[config.mk]
export PLATFORM = sky130hd
export DESIGN_NAME = multdiv_unit
export DESIGN_NICKNAME = d
export VERILOG_FILES = /design/src/rtl/multdiv_unit.sv
export SDC_FILE = /design/constraint.sdc
export NUM_CORES = 1
export LEC_CHECK = 0
export ABC_AREA = 1
export CAP_MARGIN = 20
export CORE_MARGIN = 2
export CORE_UTILIZATION = 40
export CTS_CLUSTER_SIZE = 10
export DETAILED_ROUTE_END_ITERATION = 16
export HOLD_SLACK_MARGIN = 0.12
export SYNTH_ARGS = -nofsm -noshare
export SYNTH_HDL_FRONTEND = slang
export SYNTH_SLANG_ARGS = --single-unit
[constraint.sdc]
create_clock -name clock -period 3.6 [get_ports clock]
set_clock_uncertainty 0.05 [all_clocks]
set_input_delay 0.54 -clock clock [delete_from_list [all_inputs] [get_ports clock]]
set_output_delay 0.54 -clock clock [all_outputs]
set_load 0.02 [all_outputs]
[src/rtl/multdiv_unit.sv]
// Iterative signed multiply/divide: radix-2 shift-add multiply and restoring
// divide, one iteration per clock, fixed latency for every operand pair.
module multdiv_unit #(
  parameter int WIDTH = 32,
  parameter int CNT_W = 6
) (
  input  logic             clock,
  input  logic             ctrl_reset,
  input  logic [WIDTH-1:0] data_operandA,
  input  logic [WIDTH-1:0] data_operandB,
  input  logic             ctrl_MULT,
  input  logic             ctrl_DIV,
  output logic [WIDTH-1:0] data_result,
  output logic             data_exception,
  output logic             data_resultRDY
);

  typedef enum logic [1:0] {IDLE, MULT, DIV, DONE} stateT;

  localparam logic [WIDTH-1:0] MIN_VAL = {1'b1, {(WIDTH-1){1'b0}}};

  stateT                state, stateNext;
  logic [CNT_W-1:0]     cnt;
  logic [2*WIDTH-1:0]   acc;
  logic [WIDTH-1:0]     addend;
  logic                 negRes;
  logic                 divZero;
  logic                 divOvf;

  logic                 startMult, startDiv, startAny, lastStep;
  logic [WIDTH:0]       mulSum;
  logic [2*WIDTH-1:0]   mulFinal;
  logic [WIDTH:0]       divShift;
  logic                 divGe;
  logic [WIDTH-1:0]     divDiff;
  logic [WIDTH-1:0]     quoFinal;

  function automatic logic [WIDTH-1:0] magnitude(input logic [WIDTH-1:0] x);
    return x[WIDTH-1] ? (~x + 1'b1) : x;
  endfunction

  function automatic logic [WIDTH-1:0] negIf(input logic [WIDTH-1:0] x, input logic neg);
    return neg ? (~x + 1'b1) : x;
  endfunction

  function automatic logic [2*WIDTH-1:0] negIfWide(input logic [2*WIDTH-1:0] x, input logic neg);
    return neg ? (~x + 1'b1) : x;
  endfunction

  // Product fits in WIDTH signed bits when the top WIDTH+1 bits are all equal.
  function automatic logic fitsSigned(input logic [2*WIDTH-1:0] p);
    return (&p[2*WIDTH-1:WIDTH-1]) | ~(|p[2*WIDTH-1:WIDTH-1]);
  endfunction

  assign startMult = ctrl_MULT & ~ctrl_DIV;
  assign startDiv  = ctrl_DIV & ~ctrl_MULT;
  assign startAny  = startMult | startDiv;
  assign lastStep  = (cnt == CNT_W'(WIDTH));

  // Multiply: acc holds {partial product, remaining multiplier bits}.
  assign mulSum   = {1'b0, acc[2*WIDTH-1:WIDTH]} + (acc[0] ? {1'b0, addend} : '0);
  assign mulFinal = negIfWide(acc, negRes);

  // Divide: acc holds {remainder, dividend bits shifting into quotient}.
  assign divShift = {acc[2*WIDTH-1:WIDTH], acc[WIDTH-1]};
  assign divGe    = (divShift >= {1'b0, addend});
  assign divDiff  = WIDTH'(divShift - {1'b0, addend});
  assign quoFinal = negIf(acc[WIDTH-1:0], negRes);

  assign data_resultRDY = (state == DONE);

  always_ff @(posedge clock or negedge ctrl_reset) begin
    if (!ctrl_reset) state <= IDLE;
    else             state <= stateNext;
  end

  always_comb begin
    stateNext = state;
    case (state)
      IDLE: stateNext = IDLE;
      MULT: if (lastStep) stateNext = DONE;
      DIV:  if (lastStep) stateNext = DONE;
      DONE: stateNext = IDLE;
      default: stateNext = IDLE;
    endcase
    if (startMult)     stateNext = MULT;
    else if (startDiv) stateNext = DIV;
  end

  always_ff @(posedge clock or negedge ctrl_reset) begin
    if (!ctrl_reset) begin
      cnt            <= '0;
      acc            <= '0;
      addend         <= '0;
      negRes         <= 1'b0;
      divZero        <= 1'b0;
      divOvf         <= 1'b0;
      data_result    <= '0;
      data_exception <= 1'b0;
    end else if (startAny) begin
      cnt     <= '0;
      negRes  <= data_operandA[WIDTH-1] ^ data_operandB[WIDTH-1];
      divZero <= (data_operandB == '0);
      divOvf  <= (data_operandA == MIN_VAL) && (data_operandB == '1);
      addend  <= startMult ? magnitude(data_operandA) : magnitude(data_operandB);
      acc     <= {{WIDTH{1'b0}}, startMult ? magnitude(data_operandB) : magnitude(data_operandA)};
    end else begin
      case (state)
        MULT: begin
          if (!lastStep) begin
            acc <= {mulSum, acc[WIDTH-1:1]};
            cnt <= cnt + CNT_W'(1);
          end else begin
            data_result    <= mulFinal[WIDTH-1:0];
            data_exception <= ~fitsSigned(mulFinal);
          end
        end
        DIV: begin
          if (!lastStep) begin
            if (divGe) acc <= {divDiff, acc[WIDTH-2:0], 1'b1};
            else       acc <= {divShift[WIDTH-1:0], acc[WIDTH-2:0], 1'b0};
            cnt <= cnt + CNT_W'(1);
          end else begin
            data_result    <= divZero ? '0 : quoFinal;
            data_exception <= divZero | divOvf;
          end
        end
        default: ;
      endcase
    end
  end

endmodule

==> flow_metrics.py <==
metrics = {
    "pwr": {
        "pwr_density_cell_nw_per_um2": 580.9,
        "worst_ir_drop_vdd_mv": 0.3812,
        "total_leakage_power_uw": 0.008564,
    },
    "detailed_routing": {
        "drc": 0,
        "wl_per_cell_um": 21.33,
        "postRouteAntennaNets": 0,
        "route.vias.total": 17780,
        "1st_pass_router_iterations": 6,
        "avgViaCountPerCell": 5.608,
        "wirelength_mm": 67.63,
        "dr.first_iter.drc_count": 1551,
    },
    "hold_path": {
        "hold_path_end": "cnt[5]",
        "min_path_cells": 1,
        "min_from": "cnt[5]",
        "type_of_the_worst_min_delay_path": "flip-flop to flip-flop",
    },
    "final_layout": {
        "areaGrowthSynthToFinish_pct": 16.38,
        "final_layout_size_suffix_gt1_share_pct": 6.546,
        "multi_input_logic_area_um2": 10270,
        "final_cells": 3170,
        "seq_area_um2": 3505,
        "design.final.nets": 2790,
        "n_fill_cell": 4127,
    },
    "global_route": {
        "wire_length_of_the_first_global_routing_pass_mm": 100.5,
        "grt_antenna_before_repair": 1,
        "grt_remaining_overflow": 0,
        "grt_max_degree": 89,
        "grt_usage_pct": 34.11,
        "first_global_vias": 16520,
    },
    "timing": {
        "rsz_0062_raised_after_global_routing": "no",
        "actual_slew_at_the_worst_max_slew_pin_ns": 1.052,
        "hold_viol_final": 0,
        "setup_viol": 0,
        "post_route_fraction_of_the_period_consumed_by_the_critical_path_pct": 93.99,
        "finalSetupTns_ns": 0,
        "worst_slew_margin_rel_pct": 29.11,
        "fmaxAchievable_ghz": 0.2955,
        "timing.final.max_slew_violations": 0,
        "period_needed_ns": 3.384,
    },
    "synth": {
        "synth.lib_cells_used.distinct": 52,
        "synth_edf_count": 0,
        "synth-warning-count": 0,
        "postSynth.asyncResetShare_pct": 100.0,
        "ys_dominant_reg_cell": "sky130_fd_sc_hd__dfrtp_1",
        "synth_area_per_cell_um2": 6.035,
        "syn-num-nets": 2682,
        "postSynthRegisterBits": 140,
        "synth_cells": 2537,
        "netlist_area_um2": 15310,
        "synth.yosys.seq_area_share_pct": 22.88,
    },
    "worst_setup_path": {
        "critPathKind": "flip-flop to flip-flop",
        "r2r-end": "acc[58]",
        "timing.critical_path.cells": "inv_1 > ha_1 > inv_1 > fa_1 > nand2_1 > nand2_1 > o21ai_0 > o21ai_0 > nand3b_1 > nand2_1 > nand2_1 > nand3_1 > xnor2_1 > nor2_1 > o21ai_0 > o21ai_0",
        "worstSetupEndpointType": "flip-flop",
        "r2r_cells": 16,
        "crit_fanout": 5,
        "delay_contributed_by_the_slowest_stage_of_the_critical_path_ns": 0.44,
        "crit_arrival_ns": 3.63,
        "cp_data_required_time_ns": 3.84,
        "critical_r2r_launch": "acc[31]",
        "setup.worst_path.start_class": "flip-flop",
        "worst-r2r-setup-slack_ns": 0.22,
        "timing.critical_path.slowest_stage_cell": "sky130_fd_sc_hd__dfrtp_1",
    },
    "clocking": {
        "clock_tree_root_driver_cell": "sky130_fd_sc_hd__clkbuf_16",
        "numCtsBuffers": 17,
        "clock_tree.buffer_depth": 2,
        "clkLatencyLatePin_ns": 0.46,
        "htreeDepth": 4,
        "clk_transition_reported_paths_ns": 0.07,
        "clock_tree_from_tritoncts": "built",
        "cts.repair_timing.setup_buffer_count": 0,
        "tritoncts_num_sinks": 140,
    },
    "floorplan": {
        "initial_utilization_pct": 40.65,
        "floorplan.io_pins": 102,
        "fp.dieH_um": 199.6,
        "full_die_area_um2": 39860,
        "area_of_the_placeable_core_um2": 37670,
        "die_w_um": 199.6,
        "num_rows": 71,
    },
    "outcome": {
        "run_status": "finished clean",
    },
    "place": {
        "dp.final_hpwl_mm": 55.31,
        "place.detailed.instances": 3136,
        "numPortBuffers": 101,
        "globalplace.congestion": 1.003,
    },
    "run": {
        "max_cap_violations": 0,
    },
}
==> metrics by stage <==
stage | hold slack [ns] | utilization, % | setup slack, ns | cell area [um^2] | total power, uW
after CTS | 0.4345 | 47.28 | 0.1965 | 17810 | 10260
after detailed placement | 0.4192 | 45.68 | 0.2003 | 17200 | 8424
final | 0.4368 | 47.31 | 0.2164 | 17820 | 10350
after global placement | 0.4149 | 45.68 | 0.2086 | 17200 | 8417
after floorplan | 0.1944 | - | 0.7705 | 15310 | 6089
after global routing | 0.4621 | 47.30 | 0.05685 | 17820 | 11080
==> cell families after synthesis <==
group | after synthesis | share of synthesized area (%)
AOI/OAI and AO/OA | 552 | 19.92
DFF | 140 | 22.88
xor gates and xnor gates | 87 | 4.977
adders and majority gates | 77 | 6.390
buffers and inverters | 398 | 10.13
and+or+nand+nor | 1283 | 35.70
==> layout by cell type, fill, tap and decap left out, types with 4 or more instances in the layout <==
cell | Yosys | final
sky130_fd_sc_hd__o21ai_0 | 254 | 254
sky130_fd_sc_hd__nor4_1 | 10 | 10
sky130_fd_sc_hd__nand3_2 | 4 | 4
sky130_fd_sc_hd__clkinv_8 | 0 | 4
sky130_fd_sc_hd__inv_8 | 0 | 4
sky130_fd_sc_hd__o31ai_1 | 8 | 8
sky130_fd_sc_hd__xnor2_1 | 23 | 23
sky130_fd_sc_hd__o221ai_1 | 5 | 5
sky130_fd_sc_hd__inv_2 | 2 | 4
sky130_fd_sc_hd__or2_2 | 20 | 20
sky130_fd_sc_hd__inv_1 | 302 | 301
sky130_fd_sc_hd__xor2_1 | 64 | 64
sky130_fd_sc_hd__dfrtp_1 | 140 | 139
sky130_fd_sc_hd__nand4_1 | 51 | 51
sky130_fd_sc_hd__nor3_1 | 29 | 29
sky130_fd_sc_hd__o21ai_1 | 21 | 21
sky130_fd_sc_hd__a211oi_1 | 4 | 4
sky130_fd_sc_hd__nand2_2 | 8 | 8
sky130_fd_sc_hd__nand2_1 | 614 | 614
sky130_fd_sc_hd__a31oi_1 | 16 | 16
sky130_fd_sc_hd__o211ai_1 | 35 | 35
sky130_fd_sc_hd__clkbuf_16 | 0 | 17
sky130_fd_sc_hd__ha_1 | 75 | 73
sky130_fd_sc_hd__clkdlybuf4s50_1 | 0 | 100
sky130_fd_sc_hd__nor2_1 | 331 | 330
sky130_fd_sc_hd__o21ai_2 | 5 | 5
sky130_fd_sc_hd__a22oi_1 | 4 | 4
sky130_fd_sc_hd__buf_4 | 1 | 73
sky130_fd_sc_hd__nor2_2 | 10 | 11
sky130_fd_sc_hd__buf_12 | 0 | 4
sky130_fd_sc_hd__a21oi_1 | 160 | 158
sky130_fd_sc_hd__nand3_1 | 176 | 176
sky130_fd_sc_hd__nand3b_1 | 19 | 19
sky130_fd_sc_hd__o22ai_1 | 11 | 11
sky130_fd_sc_hd__o21bai_1 | 9 | 9
sky130_fd_sc_hd__a21o_1 | 7 | 7
sky130_fd_sc_hd__inv_6 | 0 | 5
==> routing by layer <==
metal	track usage, %	up-vias	wire, um
met5	0	-	13
met4	12.26	2	2286
met3	5.401	109	5070
met2	53.46	738	29920
met1	47.29	8318	30340
li1	-	8610	-
==> area by class of cell <==
| cell class | instances | share of cell area [%] |
|---|---|---|
| antenna | 1 | 0.01404 |
| clock buffer | 17 | 2.387 |
| clock inverter | 15 | 0.9549 |
| inverter | 308 | 6.488 |
| multi-input combinational | 1999 | 57.64 |
| sequential | 140 | 19.67 |
| tap | 511 | 3.588 |
| timing repair buffer | 179 | 9.261 |
==> power by group <==
part,internal [uW],switching (uW),leakage [uW]
sequential,2010,459,0.00175
combinational,2030,4040,0.00653
clock,934,883,0.000288
total,4970,5390,0.00856
==> cell usage after synthesis, types with 2 or more instances <==
library cell                number  area, um^2
sky130_fd_sc_hd__nand2_2         8       50.05
sky130_fd_sc_hd__buf_1           8       30.03
sky130_fd_sc_hd__or2_1           3       18.77
sky130_fd_sc_hd__buf_6           4       45.04
sky130_fd_sc_hd__nand4_1        51       319.1
sky130_fd_sc_hd__o21ai_2         5       43.79
sky130_fd_sc_hd__fa_1            2       40.04
sky130_fd_sc_hd__nor3_2          3       30.03
sky130_fd_sc_hd__o221ai_1        5       43.79
sky130_fd_sc_hd__o2111ai_1       2       17.52
sky130_fd_sc_hd__nor2_4          2       22.52
sky130_fd_sc_hd__a31oi_1        16       100.1
sky130_fd_sc_hd__clkbuf_1       66       247.7
sky130_fd_sc_hd__xnor2_1        23       201.4
sky130_fd_sc_hd__o211ai_1       35       262.8
sky130_fd_sc_hd__o21a_1          2       15.01
sky130_fd_sc_hd__o21bai_1        9       67.56
sky130_fd_sc_hd__or2_2          20       125.1
sky130_fd_sc_hd__xor2_1         64       560.5
sky130_fd_sc_hd__a22oi_1         4       30.03
sky130_fd_sc_hd__nor2_1        331        1242
sky130_fd_sc_hd__inv_2           2       7.510
sky130_fd_sc_hd__ha_1           75       938.4
sky130_fd_sc_hd__nand3b_1       19       142.6
sky130_fd_sc_hd__nor2_2         10       62.56
sky130_fd_sc_hd__a21o_1          7       52.55
sky130_fd_sc_hd__a211oi_1        4       30.03
sky130_fd_sc_hd__nor3_1         29       145.1
sky130_fd_sc_hd__o21ai_0       254        1271
sky130_fd_sc_hd__nand2_1       614        2305
sky130_fd_sc_hd__inv_1         302        1134
sky130_fd_sc_hd__clkinv_1        4       15.01
sky130_fd_sc_hd__nand3_1       176       880.8
sky130_fd_sc_hd__o21ai_1        21       105.1
sky130_fd_sc_hd__o31ai_1         8       60.06
sky130_fd_sc_hd__a21oi_1       160       800.8
sky130_fd_sc_hd__a21boi_0        3       22.52
sky130_fd_sc_hd__nand3_2         4       40.04
sky130_fd_sc_hd__dfrtp_1       140        3503
sky130_fd_sc_hd__buf_2          10       50.05
sky130_fd_sc_hd__and2_1          2       12.51
sky130_fd_sc_hd__o22ai_1        11       68.82
sky130_fd_sc_hd__nor4_1         10       62.56
==> flip-flops by register name, summed over array words and instances, names as in the netlist <==
| name | count |
|---|---|
| divOvf | 1 |
| data_exception | 1 |
| addend | 32 |
| cnt | 6 |
| acc | 64 |
| data_result | 32 |
| divZero | 1 |
| negRes | 1 |
| state | 2 |
==> how the worst max path moves through the flow <==
| stage | slack, ns | startpoint | endpoint |
|---|---|---|---|
| 2_1_floorplan | 0.77 | acc[0] | acc[57] |
| 3_3_place_gp | 0.21 | acc[31] | acc[60] |
| 3_5_place_dp | 0.20 | acc[31] | acc[60] |
| 4_1_cts | 0.20 | acc[31] | acc[60] |
| 5_1_grt | 0.06 | acc[31] | acc[62] |
| 6_report | 0.22 | acc[31] | acc[58] |
==> what timing repair did <==
item,4_1_cts,5_1_grt
hold buffers,1,0
endpoints found under the hold margin,1,0
gates resized for setup,0,2
setup endpoints to repair,0,4
==> worst max-delay path, delay by kind of cell, from the launching register on <==
kind,cells,cell delay (ns)
XOR/XNOR,1,0.29
AO/OA/AOI/OAI,4,0.64
AND/OR/NAND/NOR,7,0.87
buffers and inverters,2,0.30
adder cells (fa/ha/maj),2,0.64
flip-flops,1,0.44
Power figures use the tool's default switching activity.
